**src/rtl/ct_ifu_predecd_pkg.sv**
```systemverilog
// Shared definitions for the I-cache predecode write path: predecode field
// layout, RISC-V opcodes of interest and the refill-writer state encoding.
package ct_ifu_predecd_pkg;

   localparam int PD_IS32 = 0;
   localparam int PD_BR   = 1;
   localparam int PD_JAL  = 2;
   localparam int PD_JALR = 3;
   localparam int PD_COF  = 4;
   localparam int PD_CALL = 5;
   localparam int PD_RET  = 6;
   localparam int PD_RSVD = 7;

   localparam logic [6:0] OPC_BRANCH = 7'b1100011;
   localparam logic [6:0] OPC_JAL    = 7'b1101111;
   localparam logic [6:0] OPC_JALR   = 7'b1100111;

   localparam logic [1:0] ST_IDLE = 2'd0;
   localparam logic [1:0] ST_FILL = 2'd1;
   localparam logic [1:0] ST_DONE = 2'd2;

   // x1/x5 are the link registers used by the return-address-stack hints
   function automatic logic is_link_reg(input logic [4:0] r);
      return (r == 5'd1) || (r == 5'd5);
   endfunction

endpackage

```
**src/rtl/ct_ifu_predecd_hw_dec.sv**
```systemverilog
// Combinational predecoder: classifies one halfword, assumed to be an
// instruction start, into the 8-bit predecode field.
module ct_ifu_predecd_hw_dec
   import ct_ifu_predecd_pkg::*;
(
   input  logic [15:0] hw,
   output logic [7:0]  pd
);

   logic       is32;
   logic       rvc_q1;
   logic       rvc_q2;
   logic [6:0] opc;
   logic [2:0] f3;
   logic [4:0] rd_rs1;
   logic [4:0] rs2;
   logic       br32, jal32, jalr32;
   logic       cbr, cj, cjal, cjr_form, cjr, cjalr;
   logic       br, jal, jalr, call, ret;

   assign is32   = (hw[1:0] == 2'b11);
   assign rvc_q1 = (hw[1:0] == 2'b01);
   assign rvc_q2 = (hw[1:0] == 2'b10);
   assign opc    = hw[6:0];
   assign f3     = hw[15:13];
   assign rd_rs1 = hw[11:7];
   assign rs2    = hw[6:2];

   assign br32   = is32 & (opc == OPC_BRANCH);
   assign jal32  = is32 & (opc == OPC_JAL);
   assign jalr32 = is32 & (opc == OPC_JALR);

   // Quadrant 1: c.jal=001, c.j=101, c.beqz=110, c.bnez=111
   assign cbr  = rvc_q1 & (f3[2:1] == 2'b11);
   assign cj   = rvc_q1 & (f3 == 3'b101);
   assign cjal = rvc_q1 & (f3 == 3'b001);

   // Quadrant 2, funct3=100, rs2=0, rs1!=0: bit 12 separates c.jr / c.jalr
   assign cjr_form = rvc_q2 & (f3 == 3'b100) & (rs2 == 5'd0) & (rd_rs1 != 5'd0);
   assign cjr      = cjr_form & ~hw[12];
   assign cjalr    = cjr_form &  hw[12];

   assign br   = br32 | cbr;
   assign jal  = jal32 | cj | cjal;
   assign jalr = jalr32 | cjr | cjalr;
   assign call = ((jal32 | jalr32) & is_link_reg(rd_rs1)) | cjal | cjalr;
   assign ret  = (jalr32 & (rd_rs1 == 5'd0)) | (cjr & is_link_reg(rd_rs1));

   always_comb begin
      pd          = '0;
      pd[PD_IS32] = is32;
      pd[PD_BR]   = br;
      pd[PD_JAL]  = jal;
      pd[PD_JALR] = jalr;
      pd[PD_COF]  = br | jal | jalr;
      pd[PD_CALL] = call;
      pd[PD_RET]  = ret;
      pd[PD_RSVD] = 1'b0;
   end

endmodule

```
**src/rtl/ct_ifu_icache_predecd_refill_wr.sv**
```systemverilog
// Predecode array write controller: buffers one refill beat, predecodes it and
// writes it as two 8-byte entries, yielding to fetch reads every cycle.
module ct_ifu_icache_predecd_refill_wr
   import ct_ifu_predecd_pkg::*;
#(
   parameter int LINE_BEATS = 4,
   parameter int BEAT_W     = 128,
   parameter int IDX_W      = 16
)(
   input  logic              forever_cpuclk,
   input  logic              cpurst,
   input  logic              refill_start,
   input  logic [IDX_W-1:0]  refill_line_idx,
   input  logic              refill_beat_vld,
   input  logic [BEAT_W-1:0] refill_beat_data,
   output logic              refill_beat_rdy,
   input  logic              refill_cancel,
   input  logic              fetch_rd_req,
   output logic [IDX_W-1:0]  predecd_wr_index,
   output logic              predecd_cen_b,
   output logic              predecd_wen_b,
   output logic [31:0]       predecd_din,
   output logic              predecd_clk_en,
   output logic              predecd_wr_busy,
   output logic              predecd_wr_done
);

   localparam int CNT_W       = $clog2(LINE_BEATS);
   localparam int LINE_W      = IDX_W - CNT_W - 4;
   localparam int HW_PER_BEAT = BEAT_W / 16;

   logic [1:0]              state;
   logic                    full;
   logic                    sub;
   logic [CNT_W-1:0]        beat_cnt;
   logic [BEAT_W-1:0]       beat_buf;
   logic [LINE_W-1:0]       line_idx;
   logic [HW_PER_BEAT*8-1:0] pd_all;
   logic                    in_fill;
   logic                    wr_slot;
   logic                    last_entry;
   logic                    beat_acc;
   logic                    idx_lo_unused;

   assign idx_lo_unused = ^refill_line_idx[CNT_W+3:0];

   for (genvar g = 0; g < HW_PER_BEAT; g++) begin : g_dec
      ct_ifu_predecd_hw_dec u_dec (
         .hw (beat_buf[g*16 +: 16]),
         .pd (pd_all[g*8 +: 8])
      );
   end

   assign in_fill    = (state == ST_FILL);
   assign wr_slot    = in_fill & full & ~fetch_rd_req & ~refill_cancel;
   assign last_entry = sub & (beat_cnt == CNT_W'(LINE_BEATS - 1));

   // The freeing write of the final beat must not pull in a beat for a line
   // that is about to close.
   assign refill_beat_rdy = in_fill & ~refill_cancel
                          & (~full | (wr_slot & sub & ~last_entry));
   assign beat_acc        = refill_beat_vld & refill_beat_rdy;

   always_ff @(posedge forever_cpuclk or posedge cpurst) begin
      if (cpurst) begin
         state    <= ST_IDLE;
         full     <= 1'b0;
         sub      <= 1'b0;
         beat_cnt <= '0;
      end else if (refill_cancel) begin
         state    <= ST_IDLE;
         full     <= 1'b0;
         sub      <= 1'b0;
         beat_cnt <= '0;
      end else begin
         case (state)
            ST_IDLE: begin
               if (refill_start) begin
                  state    <= ST_FILL;
                  full     <= 1'b0;
                  sub      <= 1'b0;
                  beat_cnt <= '0;
               end
            end
            ST_FILL: begin
               if (beat_acc) begin
                  full <= 1'b1;
               end else if (wr_slot & sub) begin
                  full <= 1'b0;
               end
               if (wr_slot) begin
                  sub <= ~sub;
                  if (sub) begin
                     beat_cnt <= beat_cnt + CNT_W'(1);
                  end
                  if (last_entry) begin
                     state <= ST_DONE;
                  end
               end
            end
            ST_DONE: state <= ST_IDLE;
            default: state <= ST_IDLE;
         endcase
      end
   end

   // Datapath holding registers: only ever observed behind the write slot.
   always_ff @(posedge forever_cpuclk) begin
      if ((state == ST_IDLE) && refill_start) begin
         line_idx <= refill_line_idx[IDX_W-1 -: LINE_W];
      end
      if (beat_acc) begin
         beat_buf <= refill_beat_data;
      end
   end

   assign predecd_cen_b    = ~wr_slot;
   assign predecd_wen_b    = ~wr_slot;
   assign predecd_clk_en   = wr_slot;
   assign predecd_wr_index = wr_slot ? {line_idx, beat_cnt, sub, 3'b000} : '0;
   assign predecd_din      = wr_slot ? (sub ? pd_all[63:32] : pd_all[31:0]) : '0;
   assign predecd_wr_busy  = (state != ST_IDLE);
   assign predecd_wr_done  = (state == ST_DONE);

endmodule

```
**config.mk**
```make
export PLATFORM = sky130hd
export DESIGN_NAME = ct_ifu_icache_predecd_refill_wr
export DESIGN_NICKNAME = d
export VERILOG_FILES = /design/src/rtl/ct_ifu_predecd_pkg.sv /design/src/rtl/ct_ifu_predecd_hw_dec.sv /design/src/rtl/ct_ifu_icache_predecd_refill_wr.sv
export SDC_FILE = /design/constraint.sdc
export NUM_CORES = 1
export LEC_CHECK = 0
export ABC_AREA = 1
export CELL_PAD_IN_SITES_DETAIL_PLACEMENT = 1
export CELL_PAD_IN_SITES_GLOBAL_PLACEMENT = 2
export CORE_MARGIN = 1
export CORE_UTILIZATION = 29
export DETAILED_ROUTE_END_ITERATION = 6
export MAX_ROUTING_LAYER = met4
export PLACE_DENSITY = 0.84
export SLEW_MARGIN = 40
export SYNTH_ARGS = -nofsm -noshare
export SYNTH_HDL_FRONTEND = slang
export SYNTH_HIERARCHICAL = 1
export SYNTH_SLANG_ARGS = --single-unit
```
**constraint.sdc**
```tcl
create_clock -name forever_cpuclk -period 4.4 [get_ports forever_cpuclk]
set_input_delay 0.66 -clock forever_cpuclk [delete_from_list [all_inputs] [get_ports forever_cpuclk]]
set_output_delay 0.66 -clock forever_cpuclk [all_outputs]
set_load 0.02 [all_outputs]
```
==> impl_results.md, run 1 <==
* Setup-failing EPs final at 0
* Seq/Total Area, Yosys at 59.0%
* Setup TNS at 0 ps
* Relative slew slack at 49.4%
* Mapped Cells at 767
* I/O pin count at 204
* CTS root buffer: clkbuf_16
* Outcome: finished, final reports clean
* Largest family of logic cells by synthesized area: simple AND/OR/NAND/NOR gates
* Vias at 5294
* Total power at 3450 uW
* Multi-input logic area at 2160 sq um
* Final Hold Fails at 0
* Initial Util at 29.8%
* DIE HEIGHT at 160 microns
* Min cycle time layout at 3440 ps
* Compound-cell area share of the yosys netlist at 3.11%
* Post-DP HPWL at 13300 microns
* Die width at 160 microns
* Inserted Diodes at 0
* DRT Pass-1 Iters at 4
* Leak at 0.00370 uW
* Synth unique cells at 27
* Worst-skew pair later-pin latency at 420 ps
* Adder-Cell Fraction of Synth Area at 0.172%
* Worst path required time at 3740 ps
* Clk buf depth at 2
* Post-place setup slack at 943 ps
* Layout fillers at 2740
* Core region area at 24500 sq um
* First-pass GRT wire length at 27900 microns
* Tightest Pin Transition at 756 ps
* ANT nets after route at 0
* Total die area at 25700 sq um
* Clk slew on worst S/H paths at 60 ps
* Ratio of cells with drive above 1 in the final layout at 8.99%
* Xor/xnor share of the synthesized area at 0%
* Clock sinks at 144
* Post-synthesis mux area share at 0%
* Num rows at 57
* GPL Wtd Cong at 0.741
* Postcts setup bufs at 0
* CP arrival at 2780 ps
* MaxCap Viol Count at 0
* Total CTS buffers at 17
* Pwr Density at 354 nW/um^2
* CTS tree: yes
* Vias in the first global route at 5347
* P&R area growth vs syn at 33.7%
* CTS H-Tree Depth at 4
* Largest net degree at the start of global routing at 63
* Worst-path maximum fanout at 47
* Unrepaired setup endpoints after global routing: no
* Via-to-Cell Ratio at 4.25
* Crit path launch type: primary input
* WL per Instance at 14.0 microns
* Post-route setup slack at 961 ps
* Worst hold path type: in2async
* Critical path capture point type: output pin
* Post-CTS Hold Fix Bufs at 0
* Worst IR Drop VDD at 0.206 mV
* Residual DRC count at 0
* Syn_area_per_cell at 9.49 sq um
* PostCTS Resize Cnt at 0
* Fin crit share at 78.2%
* Initial antenna violation count at 0
* Simple-gate portion of the synthesized area at 25.9%
* Synth warnings at 6
* Total congestion overflow at 0
* Global Route Usage Sum at 14.4%
* Mapped Area at 7280 sq um
* Seq cells post-synth at 144
* Post-Route Skew at 9.79 ps
* Fin. max-slew vios at 0
* F_max at 291 MHz
* Drt total wl at 17500 microns
* Initial drt markers at 203
* Setup CP Type: in2out
* Reg area at 4290 sq um
* Number of port buffers at 190
* Nets at 1061
[metrics by stage]
stage / cell area (sq um) / cells / hold WS (ps) / util, %
after floorplan: 7290 / 769 / 451 / -
after global placement: 9110 / 1215 / 490 / 37.2
after detailed placement: 9110 / 1215 / 516 / 37.2
after CTS: 9730 / 1247 / 465 / 39.8
after global routing: 9730 / 1247 / 485 / 39.8
final: 9730 / 1247 / 479 / 39.8
[cell type report]
class                           count  share of cell area (%)
Sequential cell                   144                    44.1
Multi-Input combinational cell    473                    22.2
Timing Repair Buffer              193                    19.9
Clock buffer                       17                    4.37
Tap cell                          324                    4.17
Inverter                           81                    3.18
Clock inverter                     15                    2.02
[cells by family after synthesis]
logic type,count (synthesis)
AOI/OAI and AO/OA,38
other,9
and+or+nand+nor,423
buffers and inverters,152
DFF,144
adders and majority gates,1
[layer usage]
layer	wire [microns]	global-route usage (%)
met3	678	2.94
met2	9040	24.5
met5	0	-
met4	184	4.16
met1	7600	17.2
[critical path, stage by stage]
cell and delay [ps]:
clkdlybuf4s50_1 490, nor2_4 270, inv_2 70, nor2_4 110, inv_4 210, a21oi_1 270, clkdlybuf4s50_1 670
[final timing paths]
kind,to,cells past startpoint,from,slack (ps)
max,predecd_din[5],7,refill_cancel,960
min,state[1],2,cpurst,480
max reg2reg,beat_buf[82],7,sub,2010
min reg2reg,full,2,full,520
max in group asynchronous,sub,2,cpurst,3720
min in group forever_cpuclk,full,2,full,520
[power breakdown]
group | total, uW | switching [uW] | internal [uW]
Clock | 1540 | 629 | 913
Combinational | 307 | 155 | 152
Sequential | 1600 | 26.8 | 1570
Total | 3450 | 811 | 2640
[registers in the layout (all words and copies together) (netlist names)]
| register | flops |
|---|---|
| beat_buf | 128 |
| beat_cnt | 2 |
| full | 1 |
| line_idx | 10 |
| state | 2 |
| sub | 1 |
[synthesized netlist by cell type (all sizes together)]
library cell / instances / area share [%]
a21oi: 32 / 2.7
nor3: 8 / 0.55
a21boi: 1 / 0.10
nand4: 1 / 0.086
clkbuf: 6 / 0.31
nand3: 81 / 6.1
conb: 9 / 0.46
nand3b: 1 / 0.10
edfxtp: 138 / 57
inv: 81 / 4.2
dfrtp: 6 / 2.1
nor2: 134 / 8.2
ha: 1 / 0.17
o21ai: 5 / 0.34
or2: 16 / 1.4
nand2: 182 / 9.4
buf: 65 / 6.9
[layout by cell type, fill, tap and decap left out]
master / count
clkdlybuf4s50_1: 190
nand2_1: 181
edfxtp_1: 138
nor2_1: 116
nand3_1: 73
inv_1: 68
a21oi_1: 23
clkbuf_16: 17
or2_0: 16
inv_2: 11
conb_1: 11
nor2_4: 10
a21oi_2: 9
nor2_2: 8
nand3_2: 8
nor3_1: 8
dfrtp_1: 6
inv_8: 4
inv_6: 4
o21ai_0: 3
bufinv_16: 3
clkinvlp_4: 3
o21ai_1: 2
inv_4: 2
buf_4: 2
nand2_2: 1
nand4_1: 1
nand3b_1: 1
a21boi_0: 1
ha_1: 1
clkinv_1: 1
buf_12: 1
(Power assumes the default switching activity.)
==> run 2, diff against run 1 <==
Clock period 4.4 ns to 3.5 ns, I/O delays scaled along.
==> impl_results.md, run 2 (synthesis results as in run 1) <==
* Initial Util at 29.8% (unchanged)
* Total CTS buffers at 17 (unchanged)
* P&R area growth vs syn at 33.6% (about the same)
* Worst R2R End: beat_buf[4]
* Largest registers: beat_buf (128), line_idx (10)
* Post-Route Skew at 11.4 ps (+1.61 ps)
* Inserted Diodes at 0 (unchanged)
* CP delay by family, top: buffers and inverters
* Leak at 0.00369 uW (-0.22%)
* Worst hold path type: in2async
* CP arrival at 2610 ps (-170 ps)
* Pwr Density at 437 nW/um^2 (+23%)
* Global Route Usage Sum at 14.7% (+0.27 points)
* Flop pwr share at 47.2% (+0.9 points)
* Clock power frac at 43.6% (-1.2 points)
* Setup-failing EPs final at 0 (unchanged)
* Total congestion overflow at 0 (unchanged)
* Unrepaired setup endpoints after global routing: no
* Comb pwr share at 9.2% (+0.3 points)
* Buffers & Inverters on Critical Path at 4 (unchanged)
* Net switching power figure at 1010 uW (+24%)
* Crit path launch type: primary input
* Tightest Pin Transition at 756 ps (-0.389 ps)
* I/O pin count at 204 (unchanged)
* Fin crit share at 89.5%
* DIE HEIGHT at 160 microns (unchanged)
* Worst-path maximum fanout at 47 (unchanged)
* Setup TNS at 0 ps (unchanged)
* Post-CTS Hold Fix Bufs at 0 (unchanged)
* Most flop-heavy register: beat_buf
* Most frequent cells in the layout: 190 x clkdlybuf4s50_1, 181 x nand2_1, 138 x edfxtp_1
* Worst IR Drop VDD at 0.238 mV (+15%)
* Initial antenna violation count at 0 (unchanged)
* Core region area at 24500 sq um (unchanged)
* Clk buf depth at 2 (unchanged)
* Post-DP HPWL at 13500 microns (+1.0%)
* CP max stage cell: clkdlybuf4s50_1
* PostCTS Resize Cnt at 0 (unchanged)
* CP peak stage delay at 640 ps (-30 ps)
* Final Hold Fails at 0 (unchanged)
* MaxCap Viol Count at 0 (unchanged)
* Power Internal at 3240 uW (+23%)
* Residual DRC count at 0 (unchanged)
* First-pass GRT wire length at 28300 microns (+1.4%)
* Die width at 160 microns (unchanged)
* Worst-skew pair later-pin latency at 420 ps (about the same)
* Vias in the first global route at 5509 (+3.0%)
* Num rows at 57 (unchanged)
* CTS tree: yes
* CTS H-Tree Depth at 4 (unchanged)
* CTS root buffer: clkbuf_16
* Total die area at 25700 sq um (unchanged)
* Critical Path, Cell by Cell: clkdlybuf4s50_1 > nor2_4 > inv_2 > nor2_4 > inv_4 > a21oi_1 > clkdlybuf4s50_1
* Commonest non-fill, non-tap cell in the layout: clkdlybuf4s50_1
* Via-to-Cell Ratio at 4.27 (+0.51%)
* F_max at 319 MHz
* ANT nets after route at 0 (unchanged)
* Fin. max-slew vios at 0 (unchanged)
* Worst r2r src: sub
* Worst path required time at 2970 ps (-770 ps)
* R2R cell count at 7 (unchanged)
* Largest net degree at the start of global routing at 63 (unchanged)
* Drt total wl at 17700 microns (+0.94%)
* Number of port buffers at 190 (unchanged)
* Initial drt markers at 219 (+7.9%)
* Nets at 1061 (unchanged)
* Outcome: finished, final reports clean
* Critical path capture point type: output pin
* Relative slew slack at 49.4% (about the same)
* Ratio of cells with drive above 1 in the final layout at 8.99% (unchanged)
* Clk slew on worst S/H paths at 60 ps (about the same)
* Total power at 4250 uW (+23%)
* CP Depth at 7 (unchanged)
* Max FFs per register at 128 (unchanged)
* DRT Pass-1 Iters at 6 (+2)
* WL per Instance at 14.2 microns (+0.94%)
* Vias at 5321 (+0.51%)
* Clock sinks at 144 (unchanged)
* GPL Wtd Cong at 0.782 (+5.6%)
* Switching Share at 23.7% (+0.20 points)
* Setup CP Type: in2out
* Flop2flop setup slack at 1310 ps (-700 ps)
* Postcts setup bufs at 0 (unchanged)
* Min cycle time layout at 3130 ps
[run 2: how the worst max path moves through the flow]
stage,start,endpoint,slack (ps)
after detailed placement,refill_cancel,predecd_din[30],350
after global routing,refill_cancel,predecd_din[30],210
after global placement,refill_cancel,predecd_din[30],360
final,refill_cancel,predecd_din[29],370
after floorplan,fetch_rd_req,beat_buf[0],390
after CTS,refill_cancel,predecd_din[30],340
[run 2: per-stage QoR]
| step | area [sq um] | cells | setup slack, ps | utilization [%] | hold slack [ps] |
|---|---|---|---|---|---|
| detailed placement | 9120 | 1215 | 346 | 37.3 | 505 |
| CTS | 9720 | 1247 | 337 | 39.7 | 319 |
| global placement | 9120 | 1215 | 359 | 37.3 | 496 |
| floorplan | 7290 | 769 | 388 | - | 316 |
| finish | 9720 | 1247 | 369 | 39.7 | 324 |
| global route | 9720 | 1247 | 206 | 39.7 | 331 |
[run 2: layout make-up]
class | count | area (sq um)
inverter | 81 | 310
clock buffer | 17 | 425
sequential | 144 | 4290
tap | 324 | 405
fill | 2776 | 14700
timing repair buffer | 193 | 1950
multi-input combinational | 473 | 2160
clock inverter | 15 | 175
[run 2: routing by layer]
metal | routed length (microns) | track usage [%] | up-vias
met3 | 638 | 2.69 | 17
li1 | - | - | 2711
met1 | 7630 | 17.2 | 2478
met4 | 278 | 4.76 | 0
met5 | 0 | - | -
met2 | 9120 | 25.3 | 115
[run 2: power groups by stage]
| stage | sequential [uW] | clock, uW | combinational [uW] |
|---|---|---|---|
| after detailed placement | 2050 | 0 | 397 |
| final | 2010 | 1850 | 390 |
| after CTS | 2010 | 1920 | 400 |
| after global routing | 2020 | 1980 | 431 |
| after global placement | 2040 | 0 | 390 |
| after floorplan | 2040 | 0 | 187 |
